<file path="src/rtl/fetch_queue_if.sv">
// rtl/fetch_queue_if.sv - memory and decode handshake bundle for the fetch queue
//
// Purpose: groups the redirect input, the instruction-memory req/ack channel
// and the decode valid/ready channel into one interface.
// Modports:
//   master - the fetch queue side (drives mem_req/mem_addr and the decode outputs)
//   slave  - the environment side (memory, branch unit, decode)
// Signals:
//   redirect, redirect_pc           flush and restart fetch at redirect_pc
//   mem_req, mem_addr               fetch request and its address
//   mem_ack, mem_rdata              request completion and instruction word
//   instr, instr_pc, instr_valid    head-of-queue entry presented to decode
//   instr_ready                     decode consumes the head entry
//   count                           current queue occupancy
interface fetch_queue_if #(
  parameter int DATA_WIDTH = 32,
  parameter int DEPTH      = 4
);
  localparam int CW = $clog2(DEPTH + 1);

  logic                  redirect;
  logic [DATA_WIDTH-1:0] redirect_pc;
  logic                  mem_req;
  logic [DATA_WIDTH-1:0] mem_addr;
  logic                  mem_ack;
  logic [DATA_WIDTH-1:0] mem_rdata;
  logic [DATA_WIDTH-1:0] instr;
  logic [DATA_WIDTH-1:0] instr_pc;
  logic                  instr_valid;
  logic                  instr_ready;
  logic [CW-1:0]         count;

  modport master (
    input  redirect, redirect_pc, mem_ack, mem_rdata, instr_ready,
    output mem_req, mem_addr, instr, instr_pc, instr_valid, count
  );

  modport slave (
    output redirect, redirect_pc, mem_ack, mem_rdata, instr_ready,
    input  mem_req, mem_addr, instr, instr_pc, instr_valid, count
  );
endinterface

</file>
<file path="src/rtl/fetch_queue.sv">
// rtl/fetch_queue.sv - instruction prefetch queue with req/ack memory fetch
//
// Purpose: issues sequential word fetches to a variable-latency instruction
// memory, buffers {instruction, pc} pairs in a circular queue and presents the
// head entry to decode. A redirect flushes the queue and restarts fetch.
// Ports:
//   clk  - system clock, rising edge
//   rst  - synchronous active-high reset
//   bus  - fetch_queue_if.master (redirect, memory req/ack, decode valid/ready, count)
module fetch_queue #(
  parameter int                    DATA_WIDTH = 32,
  parameter int                    DEPTH      = 4,
  parameter logic [DATA_WIDTH-1:0] RESET_PC   = '0
) (
  input logic           clk,
  input logic           rst,
  fetch_queue_if.master bus
);
  localparam int PW = $clog2(DEPTH);
  localparam int CW = $clog2(DEPTH + 1);
  localparam logic [CW-1:0]         FULL = CW'(DEPTH);
  localparam logic [DATA_WIDTH-1:0] WORD = DATA_WIDTH'(4);

  typedef enum logic [1:0] {
    IDLE,
    REQ,
    DROP
  } state_t;

  state_t                state, state_next;
  logic [DATA_WIDTH-1:0] fpc, fpc_next;
  logic [DATA_WIDTH-1:0] req_addr, req_addr_next;
  logic [PW-1:0]         head, tail;
  logic [CW-1:0]         count;
  logic [DATA_WIDTH-1:0] q_instr [DEPTH];
  logic [DATA_WIDTH-1:0] q_pc    [DEPTH];

  logic                  pop;
  logic                  push;
  logic [CW-1:0]         count_after_pop;
  logic [CW-1:0]         count_after_push;

  // A request is outstanding in both REQ and DROP; DROP only differs in
  // discarding the returned word.
  assign bus.mem_req  = (state == REQ) || (state == DROP);
  assign bus.mem_addr = req_addr;

  assign pop  = (count != '0) && bus.instr_ready;
  assign push = (state == REQ) && bus.mem_ack && !bus.redirect;

  // Occupancy seen by the issue decision includes this cycle's pop, so a
  // full queue being drained restarts fetch without a bubble.
  assign count_after_pop  = count - CW'(pop);
  assign count_after_push = count_after_pop + CW'(push);

  assign bus.instr       = q_instr[head];
  assign bus.instr_pc    = q_pc[head];
  assign bus.instr_valid = (count != '0);
  assign bus.count       = count;

  always_comb begin
    state_next    = state;
    fpc_next      = fpc;
    req_addr_next = req_addr;
    if (bus.redirect) begin
      fpc_next = bus.redirect_pc;
      case (state)
        IDLE: begin
          state_next    = REQ;
          req_addr_next = bus.redirect_pc;
        end
        REQ, DROP: begin
          if (bus.mem_ack) begin
            state_next    = REQ;
            req_addr_next = bus.redirect_pc;
          end else begin
            // The pending request must finish at its original address.
            state_next = DROP;
          end
        end
        default: state_next = IDLE;
      endcase
    end else begin
      case (state)
        IDLE: begin
          if (count_after_pop < FULL) begin
            state_next    = REQ;
            req_addr_next = fpc;
          end
        end
        REQ: begin
          if (bus.mem_ack) begin
            fpc_next = req_addr + WORD;
            if (count_after_push < FULL) begin
              req_addr_next = req_addr + WORD;
            end else begin
              state_next = IDLE;
            end
          end
        end
        DROP: begin
          if (bus.mem_ack) begin
            state_next    = REQ;
            req_addr_next = fpc;
          end
        end
        default: state_next = IDLE;
      endcase
    end
  end

  always_ff @(posedge clk) begin
    if (rst) begin
      state    <= IDLE;
      fpc      <= RESET_PC;
      req_addr <= '0;
      head     <= '0;
      tail     <= '0;
      count    <= '0;
    end else begin
      state    <= state_next;
      fpc      <= fpc_next;
      req_addr <= req_addr_next;
      if (bus.redirect) begin
        head  <= '0;
        tail  <= '0;
        count <= '0;
      end else begin
        if (push) tail <= tail + 1'b1;
        if (pop)  head <= head + 1'b1;
        count <= count_after_push;
      end
    end
  end

  // Queue storage needs no reset; count gates visibility of every entry.
  always_ff @(posedge clk) begin
    if (push) begin
      q_instr[tail] <= bus.mem_rdata;
      q_pc[tail]    <= req_addr;
    end
  end

  always_ff @(posedge clk) begin
    if (!rst && push) begin
      assert (count != FULL);
    end
  end
endmodule
</file>
<file path="src/flat_wrapper.sv">
// flat-port wrapper written by rule: the top's interface ports become plain ports
module fetch_queue_flat 
#(
  parameter int                    DATA_WIDTH = 32,
  parameter int                    DEPTH      = 4,
  parameter logic [DATA_WIDTH-1:0] RESET_PC   = '0
)
  (clk, rst, bus_redirect, bus_redirect_pc, bus_mem_ack, bus_mem_rdata, bus_instr_ready, bus_mem_req, bus_mem_addr, bus_instr, bus_instr_pc, bus_instr_valid, bus_count);
  fetch_queue_if #(.DATA_WIDTH(DATA_WIDTH), .DEPTH(DEPTH)) bus_i ();
  input logic clk;
  input logic rst;
  input wire logic [$bits(bus_i.redirect)-1:0] bus_redirect;
  input wire logic [$bits(bus_i.redirect_pc)-1:0] bus_redirect_pc;
  input wire logic [$bits(bus_i.mem_ack)-1:0] bus_mem_ack;
  input wire logic [$bits(bus_i.mem_rdata)-1:0] bus_mem_rdata;
  input wire logic [$bits(bus_i.instr_ready)-1:0] bus_instr_ready;
  output wire logic [$bits(bus_i.mem_req)-1:0] bus_mem_req;
  output wire logic [$bits(bus_i.mem_addr)-1:0] bus_mem_addr;
  output wire logic [$bits(bus_i.instr)-1:0] bus_instr;
  output wire logic [$bits(bus_i.instr_pc)-1:0] bus_instr_pc;
  output wire logic [$bits(bus_i.instr_valid)-1:0] bus_instr_valid;
  output wire logic [$bits(bus_i.count)-1:0] bus_count;
  assign bus_i.redirect = bus_redirect;
  assign bus_i.redirect_pc = bus_redirect_pc;
  assign bus_i.mem_ack = bus_mem_ack;
  assign bus_i.mem_rdata = bus_mem_rdata;
  assign bus_i.instr_ready = bus_instr_ready;
  assign bus_mem_req = bus_i.mem_req;
  assign bus_mem_addr = bus_i.mem_addr;
  assign bus_instr = bus_i.instr;
  assign bus_instr_pc = bus_i.instr_pc;
  assign bus_instr_valid = bus_i.instr_valid;
  assign bus_count = bus_i.count;
  fetch_queue #(.DATA_WIDTH(DATA_WIDTH), .DEPTH(DEPTH), .RESET_PC(RESET_PC)) u_core (.clk(clk), .rst(rst), .bus(bus_i));
endmodule
</file>
<file path="config.mk">
export PLATFORM = sky130hd
export DESIGN_NAME = fetch_queue_flat
export DESIGN_NICKNAME = d
export VERILOG_FILES = /design/src/rtl/fetch_queue_if.sv /design/src/rtl/fetch_queue.sv /design/src/flat_wrapper.sv
export SDC_FILE = /design/constraint.sdc
export NUM_CORES = 1
export LEC_CHECK = 0
export CAP_MARGIN = 15
export CORE_ASPECT_RATIO = 0.7
export CORE_UTILIZATION = 40
export CTS_CLUSTER_DIAMETER = 60
export DETAILED_ROUTE_END_ITERATION = 16
export SLEW_MARGIN = 40
export SYNTH_ARGS = -nofsm -noshare
export SYNTH_HDL_FRONTEND = slang
export SYNTH_SLANG_ARGS = --single-unit
</file>
<file path="constraint.sdc">
create_clock -name clk -period 9.62 [get_ports clk]
set_input_delay 0.962 -clock clk [delete_from_list [all_inputs] [get_ports clk]]
set_output_delay 0.962 -clock clk [all_outputs]
set_load 0.05 [all_outputs]
</file>
Word-level counts from Yosys, hierarchy flattened:

Memories as Yosys holds them, arrays and structs flattened. A register that Yosys moved wholly into a read port is not among the register bits.
Index checks and enable logic that the tools add are counted.

* bits in writable memories: 256
* register bits: 73
* input port bits: 69
* output and inout port bits: 101
* logic and storage cells: 64
* memories kept: 2

* equal/unequal tests: 9
* order comparisons: 2
* reduce and logical (&&, ||, !) cells: 15
* add/sub/neg operators: 5
* multiplexer cells: 25

Memories
* u_core.q_instr: words 4, width 32, read ports 1, clocked after memory_dff 1, wr ports 1, RTL line fetch_queue.sv:35 `logic [DATA_WIDTH-1:0] q_instr [DEPTH];`
* u_core.q_pc: words 4, width 32, read ports 1, clocked after memory_dff 1, wr ports 1, RTL line fetch_queue.sv:36 `logic [DATA_WIDTH-1:0] q_pc [DEPTH];`

Operators by type and width (number)
* $mux 32: 9
* $pmux 32 s3: 1
* $pmux 32 s2: 1
* $add 32x3->32 const B: 1
* $mux 2: 10
* $ne 3x3->1 const B: 5
* $reduce_and 7->1: 1
* $lt 3x3->1 const B: 2
* $pmux 2 s3: 1
* $add 2x1->2 const B: 2
* $pmux 2 s2: 1
* $reduce_and 4->1: 1
* $reduce_bool 2->1: 2
* $reduce_bool 4->1: 1
* $reduce_or 2->1: 2
* $add 3x1->3: 1
* $logic_and 1x1->1: 3
* $ne 3x1->1 const B: 1
* $ne 3x2->1 const B: 1
* $reduce_bool 3->1: 1
* $sub 3x1->3: 1
* $eq 2x1->1 const B: 1
* $eq 2x2->1 const B: 1
* $logic_not 2->1: 1
* 4 further kinds: 5

Logic depth before layout (Yosys ltp):

Gate-level depths: netlist (run 1).

* depth after elaboration: 9
* depth in mapped cells: 15
* mapped depth without buffers: 11

Worst setup path before layout (run 1):

Ideal clock, no wire load.

* kind: input port to flip-flop
* from: input port bus_redirect
* to: memory u_core.q_instr[0][0], enable pin
* setup time: 0.429 ns
* arrival time: 3.343 ns
* data required time: 9.191 ns
* stages: 5
* setup slack: 5.848 ns
* cell sequence: clkbuf_1 inv_1 clkbuf_1 clkbuf_1 and3_1

* cells in the longest elaborated chain, start to end: 4

Ends and longest elaborated chain
* start: declaration: RTL line flat_wrapper.sv:12 `input wire logic [$bits(bus_i.redirect)-1:0] bus_redirect;`
* $logic_not 1->1: RTL line fetch_queue.sv:49 `assign push = (state == REQ) && bus.mem_ack && !bus.redirect;`
* $logic_and 1x1->1: RTL line fetch_queue.sv:49
* $mux 1: RTL line fetch_queue.sv:138 `if (push) begin`
* $mux 1 (not written as such): RTL line fetch_queue.sv:139 `q_instr[tail] <= bus.mem_rdata;`
* end: declaration: RTL line fetch_queue.sv:35

Every way passes these cells.

==> flow_metrics.tcl, run 1 <==
set metrics [dict create \
    synthMuxAreaShare 0.108 \
    grt_antenna_before_repair 1 \
    vias 8609 \
    layout-drive-gt1-share 0.145 \
    hold_viol 0 \
    multi_input_area_um2 4320 \
    post_drt_wl_per_cell_um 21.4 \
    synth_edf_count 256 \
    synth_seq_area_share 0.666 \
    drt-total-wl_um 33600 \
    ff_latch_area_um2 9200 \
    crit_type "reg2out" \
    yosys-top-cells-area "edfxtp_1 (56%), dfxtp_1 (11%), mux4_2 (10%), nor2_1 (1.8%), a21oi_1 (1.6%)" \
    rsz0062_at_grt "no" \
    synth_nets 1009 \
    p_switching_uw 881 \
    areaGrowthSynthToFinish_pct 23.9 \
    ys.flop_type "edfxtp_1" \
    drtAntennaViolNets 0 \
    yosys.area.top_type "edfxtp_1" \
    cts_tree "done" \
    coreArea_um2 33700 \
    synth_xor_area_frac 0.0175 \
    grt_pass1_vias 8451 \
    synth_simple_gate_area_frac 0.0853 \
    crit_path_end_kind "output port" \
    ys_types 70 \
    crit_fanout 34 \
    avgSynthCellArea_um2 14.9 \
    finalClockSkew_ps 24.2 \
    pre_cts_ws_ps 5020 \
    grt_max_degree 77 \
    die_area_um2 35300 \
    diodes 0 \
    hold_buffers 0 \
    cts_buffers 34 \
    synth_compound_area_frac 0.0871 \
    start_util 0.409 \
    yosysMostFrequentCell "edfxtp_1" \
    critPathLaunchType "register" \
    ir_drop_uv 126 \
    cts_resized 0 \
    swShare 0.263 \
    post_cts_buffers 0 \
    power.density_nw_per_um2 196 \
    path_clk_slew_ps 60 \
    fmax_mhz 230 \
    overflow 0 \
    grt_first_pass_wirelength_um 51100 \
    setup_viol 0 \
    routed_via_density 5.47 \
    io_pins 170 \
    cts-root-buf "clkbuf_16" \
    layout.nets 1168 \
    min_period_ps 4350 \
    fin_crit_sh 0.452 \
    track_usage 0.191 \
    arrival_ps 3390 \
    p_int_uw 2470 \
    leakagePower_uw 0.00545 \
    synth.top_cells.by_count "edfxtp_1 (256), dfxtp_1 (75), nor2_1 (67)" \
    max_slew_margin 0.457 \
    fin_setup_tns_ps 0 \
    synth.cell_area_um2 13800 \
    p_clk_frac 0.380 \
    htree_levels 2 \
    max_cap_violations 0 \
    synthCells 927 \
    routabilityCongestion 0.775 \
    nFillCells 2835 \
    status "finished, final reports clean" \
    drcViolationCount 0 \
    clkLatencyLatePin_ps 530 \
    cts_buffer_depth 3 \
    drtPass1Iterations 5 \
    async_flop_share 0 \
    rows 56 \
    drv_slew 0 \
    cts.sinks 331 \
    dpl.hpwl_um 20900 \
    dieHeight_um 157 \
    ys_seq_elements 331 \
    yosys_warnings 0 \
    yosys.area_share.adder 0.0118 \
    worst_pin_slew_ps 814 \
    synth_top_family_by_area "multiplexers" \
    p_comb_frac 0.124 \
    holdCritPathClass "reg2reg" \
    setup_ws_ps 5270 \
    synth_top_area_frac 0.557 \
    die_x_um 224 \
    power_frac_seq 0.496 \
    dr.first_iter.drc_count 650 \
    required_ps 8660 \
    port-buffer-count 169 \
]
## sequential cells by signal, indices dropped and copies added, names as in the netlist, named ones only
register,cells
u_core.bus.count,3
u_core.bus.mem_addr,32
u_core.fpc,32
u_core.head,2
u_core.q_instr,128
u_core.q_pc,128
u_core.state,2
u_core.tail,2
## final cells by class
type                    instances  share of cell area
flip-flops and latches        331               0.538
multi-input cells             516               0.253
repair buffers                185               0.109
clock buffers                  42              0.0528
well taps                     464              0.0340
clock inverters                17             0.00951
inverters                      18             0.00395
## stage by stage
step | instances | area [um^2] | hold WS (ps) | util | power (uW)
4_1_cts | 1573 | 17100 | 475 | 0.507 | 3390
6_report | 1573 | 17100 | 476 | 0.507 | 3350
3_5_place_dp | 1514 | 16000 | 466 | 0.475 | 2110
2_1_floorplan | 927 | 13800 | 440 | - | 1940
5_1_grt | 1573 | 17100 | 516 | 0.507 | 3470
3_3_place_gp | 1509 | 15900 | 455 | 0.472 | 2100
## per-layer routing
| layer | vias to the layer above | part of all wire | track usage |
|---|---|---|---|
| li1 | 3960 | - | - |
| met4 | 2 | 0.015 | 0.0460 |
| met3 | 40 | 0.058 | 0.0388 |
| met1 | 4341 | 0.48 | 0.284 |
| met2 | 266 | 0.44 | 0.286 |
| met5 | - | 0.00021 | 0 |
## layout by cell type (no fill, tap or decap), types with 22 or more instances in the layout
cell             netlist  layout
nor3_1                22      22
a21oi_1               44      44
nand2_1               48      48
clkbuf_16              0      35
nor2_1                67      65
edfxtp_1             256     256
clkdlybuf4s50_1        0     167
o21ai_0               34      34
dfxtp_1               75      73
mux4_2                64      64
## power by group through the flow
stage,Clock [uW],Sequential [uW],Combinational (uW)
final,1280,1660,415
after global routing,1360,1670,443
after CTS,1310,1660,416
after detailed placement,0,1690,414
after global placement,0,1690,407
after floorplan,0,1730,215
## cell families after synthesis
logic type,Yosys count
xor gates and xnor gates,26
muxes,69
buffers and inverters,80
adders and majority gates,13
and+or+nand+nor,225
AOI/OAI and AO/OA,183
DFF,331
## worst paths after layout
path / startpoint / end / slack (ps) / depth (start not counted)
worst max-delay path: register / bus_instr_pc[10] / 5270 / 3
worst max register to register: u_core.state[1] / u_core.bus.mem_addr[31] / 6160 / 12
worst min register to register: u_core.fpc[3] / u_core.fpc[3] / 480 / 2
worst min-delay path: u_core.fpc[3] / u_core.fpc[3] / 480 / 2
## critical path, cell delays in order, from the launching register on
cell and delay, ps:
dfxtp_4 780, buf_4 680, mux4_2 580, clkdlybuf4s50_1 770
Note: power is estimated with default switching activity, not from simulation.
==> run 2: changes to the inputs <==
Clock period 9.62 ns to 3.66 ns, I/O delays scaled along.
==> run 2 against run 1 <==
- first-iteration DRC count up 15%
- count of clock-buffer cells in the layout is 1 lower
- utilization up 0.39 points
- highest routed layer is now met4
- largest cell class unchanged
==> flow_metrics.tcl, run 2 (synthesis gave the netlist of run 1 again) <==
set metrics [dict create \
    grt_pass1_vias 8527 \
    power_frac_seq 0.488 \
    rows 56 \
    start_util 0.409 \
    status "finished, final reports clean" \
    multi_input_area_um2 4300 \
    holdCritPathClass "in2reg" \
    fmax_mhz 315 \
    layout-drive-gt1-share 0.151 \
    crit_fanout 17 \
    power_uw 8900 \
    ff_latch_area_um2 9200 \
    drtAntennaViolNets 0 \
    drcViolationCount 0 \
    reg_top3 "u_core.q_instr x128, u_core.q_pc x128" \
    final_common_cell "edfxtp_1" \
    dpl.hpwl_um 21100 \
    worst_pin_slew_ps 848 \
    dp_cells 1526 \
    coreArea_um2 33700 \
    hold_viol 0 \
    nFillCells 2818 \
    required_ps 4100 \
    ir_drop_uv 288 \
    final_cell_mix "edfxtp_1 (256), clkdlybuf4s50_1 (167), dfxtp_1 (73)" \
    die_x_um 224 \
    post_cts_buffers 0 \
    cts_buffers 34 \
    drt-total-wl_um 33800 \
    grt_first_pass_wirelength_um 51400 \
    routed_via_density 5.50 \
    rsz0062_at_grt "no" \
    cts-root-buf "clkbuf_16" \
    post_drt_wl_per_cell_um 21.3 \
    dr.first_iter.drc_count 750 \
    fin_setup_tns_ps 0 \
    fin_crit_sh 0.868 \
    layout.nets 1180 \
    routabilityCongestion 0.802 \
    diodes 0 \
    p_comb_frac 0.128 \
    max_cap_violations 0 \
    stdcell_count 1587 \
    p_int_uw 6600 \
    setup_viol 0 \
    power.density_nw_per_um2 517 \
    critPathLaunchType "register" \
    finalClockSkew_ps 16.9 \
    swShare 0.259 \
    holdWs_ps 366 \
    vias 8728 \
    cts_buffer_depth 3 \
    io_pins 170 \
    cts_resized 0 \
    grt_max_degree 76 \
    max_slew_margin 0.432 \
    drtPass1Iterations 5 \
    cts_tree "done" \
    leakagePower_uw 0.00552 \
    port-buffer-count 169 \
    crit_type "reg2reg" \
    cts.sinks 331 \
    overflow 0 \
    drv_slew 0 \
    arrival_ps 3610 \
    p_clk_frac 0.384 \
    die_area_um2 35300 \
    crit_path_end_kind "register" \
    clkLatencyLatePin_ps 530 \
    track_usage 0.193 \
    hold_buffers 0 \
    htree_levels 2 \
    dieHeight_um 157 \
    p_switching_uw 2300 \
    min_period_ps 3180 \
    areaGrowthSynthToFinish_pct 24.8 \
    path_clk_slew_ps 60 \
    grt_antenna_before_repair 0 \
]
[run 2: changes by cell type in the layout (fill, tap and decap cells not counted), moves of 2 or more]
cell / change
clkinv_2: -3
clkinv_1: +6
buf_4: +10
buf_12: +2
clkbuf_1: -2
[run 2: power groups by stage]
stage / sequential [uW] / clock (uW) / combinational, uW
finish: 4350 / 3410 / 1140
global route: 4360 / 3640 / 1210
CTS: 4350 / 3500 / 1140
detailed placement: 4430 / 0 / 1130
global placement: 4420 / 0 / 1120
floorplan: 4530 / 0 / 564
[run 2: metal layers]
layer | vias to the layer above | routed length, um | part of all wire | global-route usage
met5 | - | 0 | 0 | 0
met4 | 0 | 625 | 0.018 | 0.0548
met3 | 49 | 2140 | 0.063 | 0.0381
met2 | 310 | 14900 | 0.44 | 0.284
met1 | 4387 | 16200 | 0.48 | 0.290
li1 | 3982 | - | - | -
[run 2: final timing paths]
check                 startpoint                 endpoint  slack [ps]  cells past startpoint
min reg2reg        u_core.fpc[3]            u_core.fpc[3]         470                      2
max          u_core.bus.count[2]  u_core.bus.mem_addr[30]         480                     12
min                          rst          u_core.state[0]         370                      2
max reg2reg  u_core.bus.count[2]  u_core.bus.mem_addr[30]         480                     12
[run 2: per-stage QoR]
stage / setup WS [ps] / instance area (um^2) / util
floorplan: 286 / 13800 / -
global placement: 569 / 16100 / 0.478
detailed placement: 525 / 16100 / 0.478
CTS: 532 / 17200 / 0.511
global route: 350 / 17200 / 0.511
finish: 483 / 17200 / 0.511
[run 2: critical path, cell delays in order (launching register included)]
cell      delay, ps
dfxtp_1         350
or3_1           380
and2_1          210
ha_1            190
ha_1            260
inv_1            40
ha_1            190
xnor3_1         360
or2_2           180
nand3_1         120
buf_4           240
or4_1           400
o211ai_1        180
[run 2: layout make-up]
class,instances,share of cell area
multi-input cells,516,0.250
inverters,18,0.00392
well taps,464,0.0337
flip-flops and latches,331,0.534
clock buffers,41,0.0527
repair buffers,197,0.115
clock inverters,20,0.0110
==> run 3: changes to the inputs <==
Settings changed: CORE_UTILIZATION 40 to 50, PLACE_DENSITY from default to 0.76.
==> run 3 against run 2 <==
- non-clock buffer count increased by 1
- sequential power barely moved
- cell count decreased by 6.4%
- clock skew is 7.2 ps lower
- wire length decreased by 4.1%
- global-route usage grew 3.8 points
- critical endpoint is now u_core.bus.mem_addr[19]
==> flow_metrics.tcl, run 3 (synthesis gave the netlist of run 1 again) <==
set metrics [dict create \
    cts_resized 0 \
    cts_tree "done" \
    fmax_mhz 308 \
    rr_startpoint "u_core.bus.count[2]" \
    crit_chain "or3_1 -> and2_1 -> ha_1 -> inv_1 -> ha_1 -> ha_1 -> xnor3_1 -> or2_2 -> and3_1 -> o221ai_1 -> a21oi_1" \
    clkLatencyLatePin_ps 570 \
    holdCritPathClass "in2reg" \
    dpl.hpwl_um 20900 \
    grt_pass1_vias 8622 \
    coreArea_um2 26900 \
    crit_type "reg2reg" \
    nFillCells 1975 \
    rows 50 \
    areaGrowthSynthToFinish_pct 22.8 \
    fin_setup_tns_ps 0 \
    utilization 0.630 \
    slowest_stage "and3_1" \
    drt-total-wl_um 32500 \
    hold_end "u_core.bus.count[2]" \
    arrival_ps 3730 \
    grt_first_pass_wirelength_um 50700 \
    dieHeight_um 141 \
    routed_via_density 5.96 \
    holdPathStages 3 \
    drv_slew 0 \
    port-buffer-count 169 \
    dp_cells 1427 \
    crit_path_end_kind "register" \
    min_from "rst" \
    grt_max_degree 70 \
    layout-drive-gt1-share 0.146 \
    max_cap_violations 0 \
    drtPass1Iterations 6 \
    post_drt_wl_per_cell_um 21.8 \
    cts_buffer_depth 3 \
    worst_pin_slew_ps 855 \
    layout.nets 1178 \
    grt_antenna_before_repair 0 \
    max_slew_margin 0.429 \
    overflow 0 \
    min_period_ps 3250 \
    power.density_nw_per_um2 504 \
    rrSetupSlack_ps 410 \
    die_area_um2 28300 \
    start_util 0.513 \
    cpPeakStageDelay_ps 630 \
    ir_drop_uv 306 \
    path_clk_slew_ps 70 \
    hold_buffers 0 \
    setup_viol 0 \
    setup_ws_ps 415 \
    timing.rr.end "u_core.bus.mem_addr[19]" \
    drtAntennaViolNets 0 \
    crit_fanout 16 \
    htree_levels 1 \
    die_x_um 201 \
    final_common_cell "edfxtp_1" \
    dr.first_iter.drc_count 908 \
    io_pins 170 \
    required_ps 4150 \
    pre_cts_ws_ps 463 \
    leakagePower_uw 0.00544 \
    rsz0062_at_grt "no" \
    reg_top3 "u_core.q_instr x128, u_core.q_pc x128" \
    hold_viol 0 \
    post_cts_buffers 0 \
    vias 8860 \
    drcViolationCount 0 \
    track_usage 0.231 \
    r2r.worst_path.cells 11 \
    cts-root-buf "clkbuf_16" \
    power_uw 8540 \
    cts.sinks 331 \
    final_cell_mix "edfxtp_1 (256), clkdlybuf4s50_1 (167), dfxtp_1 (73)" \
    critPathLaunchType "register" \
    crit_top_cell "ha_1" \
    finalClockSkew_ps 9.66 \
    routabilityCongestion 0.841 \
    status "finished, final reports clean" \
    fin_crit_sh 0.887 \
    stdcell_count 1486 \
    cts_buffers 31 \
]
==> run 3: routing by layer <==
metal / up-vias / wire, um / track usage / share of wire
met3: 43 / 2160 / 0.0384 / 0.066
li1: 3988 / - / - / -
met1: 4457 / 15000 / 0.349 / 0.46
met5: - / 0 / 0 / 0
met4: 0 / 482 / 0.0514 / 0.015
met2: 372 / 14800 / 0.355 / 0.46
==> run 3: layout make-up <==
cell class / instances / area [um^2] / area share
antenna: 1 / 2.50 / 0.000148
tap: 364 / 455 / 0.0269
multi-input combinational: 516 / 4300 / 0.254
sequential: 331 / 9200 / 0.543
clock inverter: 18 / 154 / 0.00908
timing repair buffer: 198 / 1960 / 0.116
clock buffer: 40 / 810 / 0.0478
inverter: 18 / 67.6 / 0.00399
==> run 3: per-stage QoR <==
stage	hold WS, ps	cell area [um^2]
after global routing	262	16900
after global placement	456	16000
final	266	16900
after floorplan	440	13800
after detailed placement	465	16000
after CTS	244	16900
==> run 3: where the power goes <==
group	leakage (uW)	switching, uW	internal [uW]
clock network	0.000456	1360	1710
logic	0.00207	711	417
registers	0.00292	163	4190
total	0.00544	2230	6310
==> run 3: how the worst max path moves through the flow <==
stage	slack, ps	start	depth (start not counted)	end
after floorplan	290	u_core.state[1]	7	u_core.q_instr[0][0]
after global placement	560	bus_instr_ready	11	u_core.bus.mem_addr[2]
after detailed placement	460	bus_instr_ready	11	u_core.bus.mem_addr[19]
after CTS	450	register	3	bus_instr_pc[31]
after global routing	300	u_core.bus.count[2]	11	u_core.bus.mem_addr[19]
final	410	u_core.bus.count[2]	11	u_core.bus.mem_addr[19]
==> run 3: critical path: cells and delay by family, from the launching register on <==
kind | cells | cell delay (ps)
compound gates | 2 | 510
buf+inv | 1 | 40
fa+ha+maj | 3 | 640
xor+xnor | 1 | 260
simple gates | 4 | 1370
flops | 1 | 350
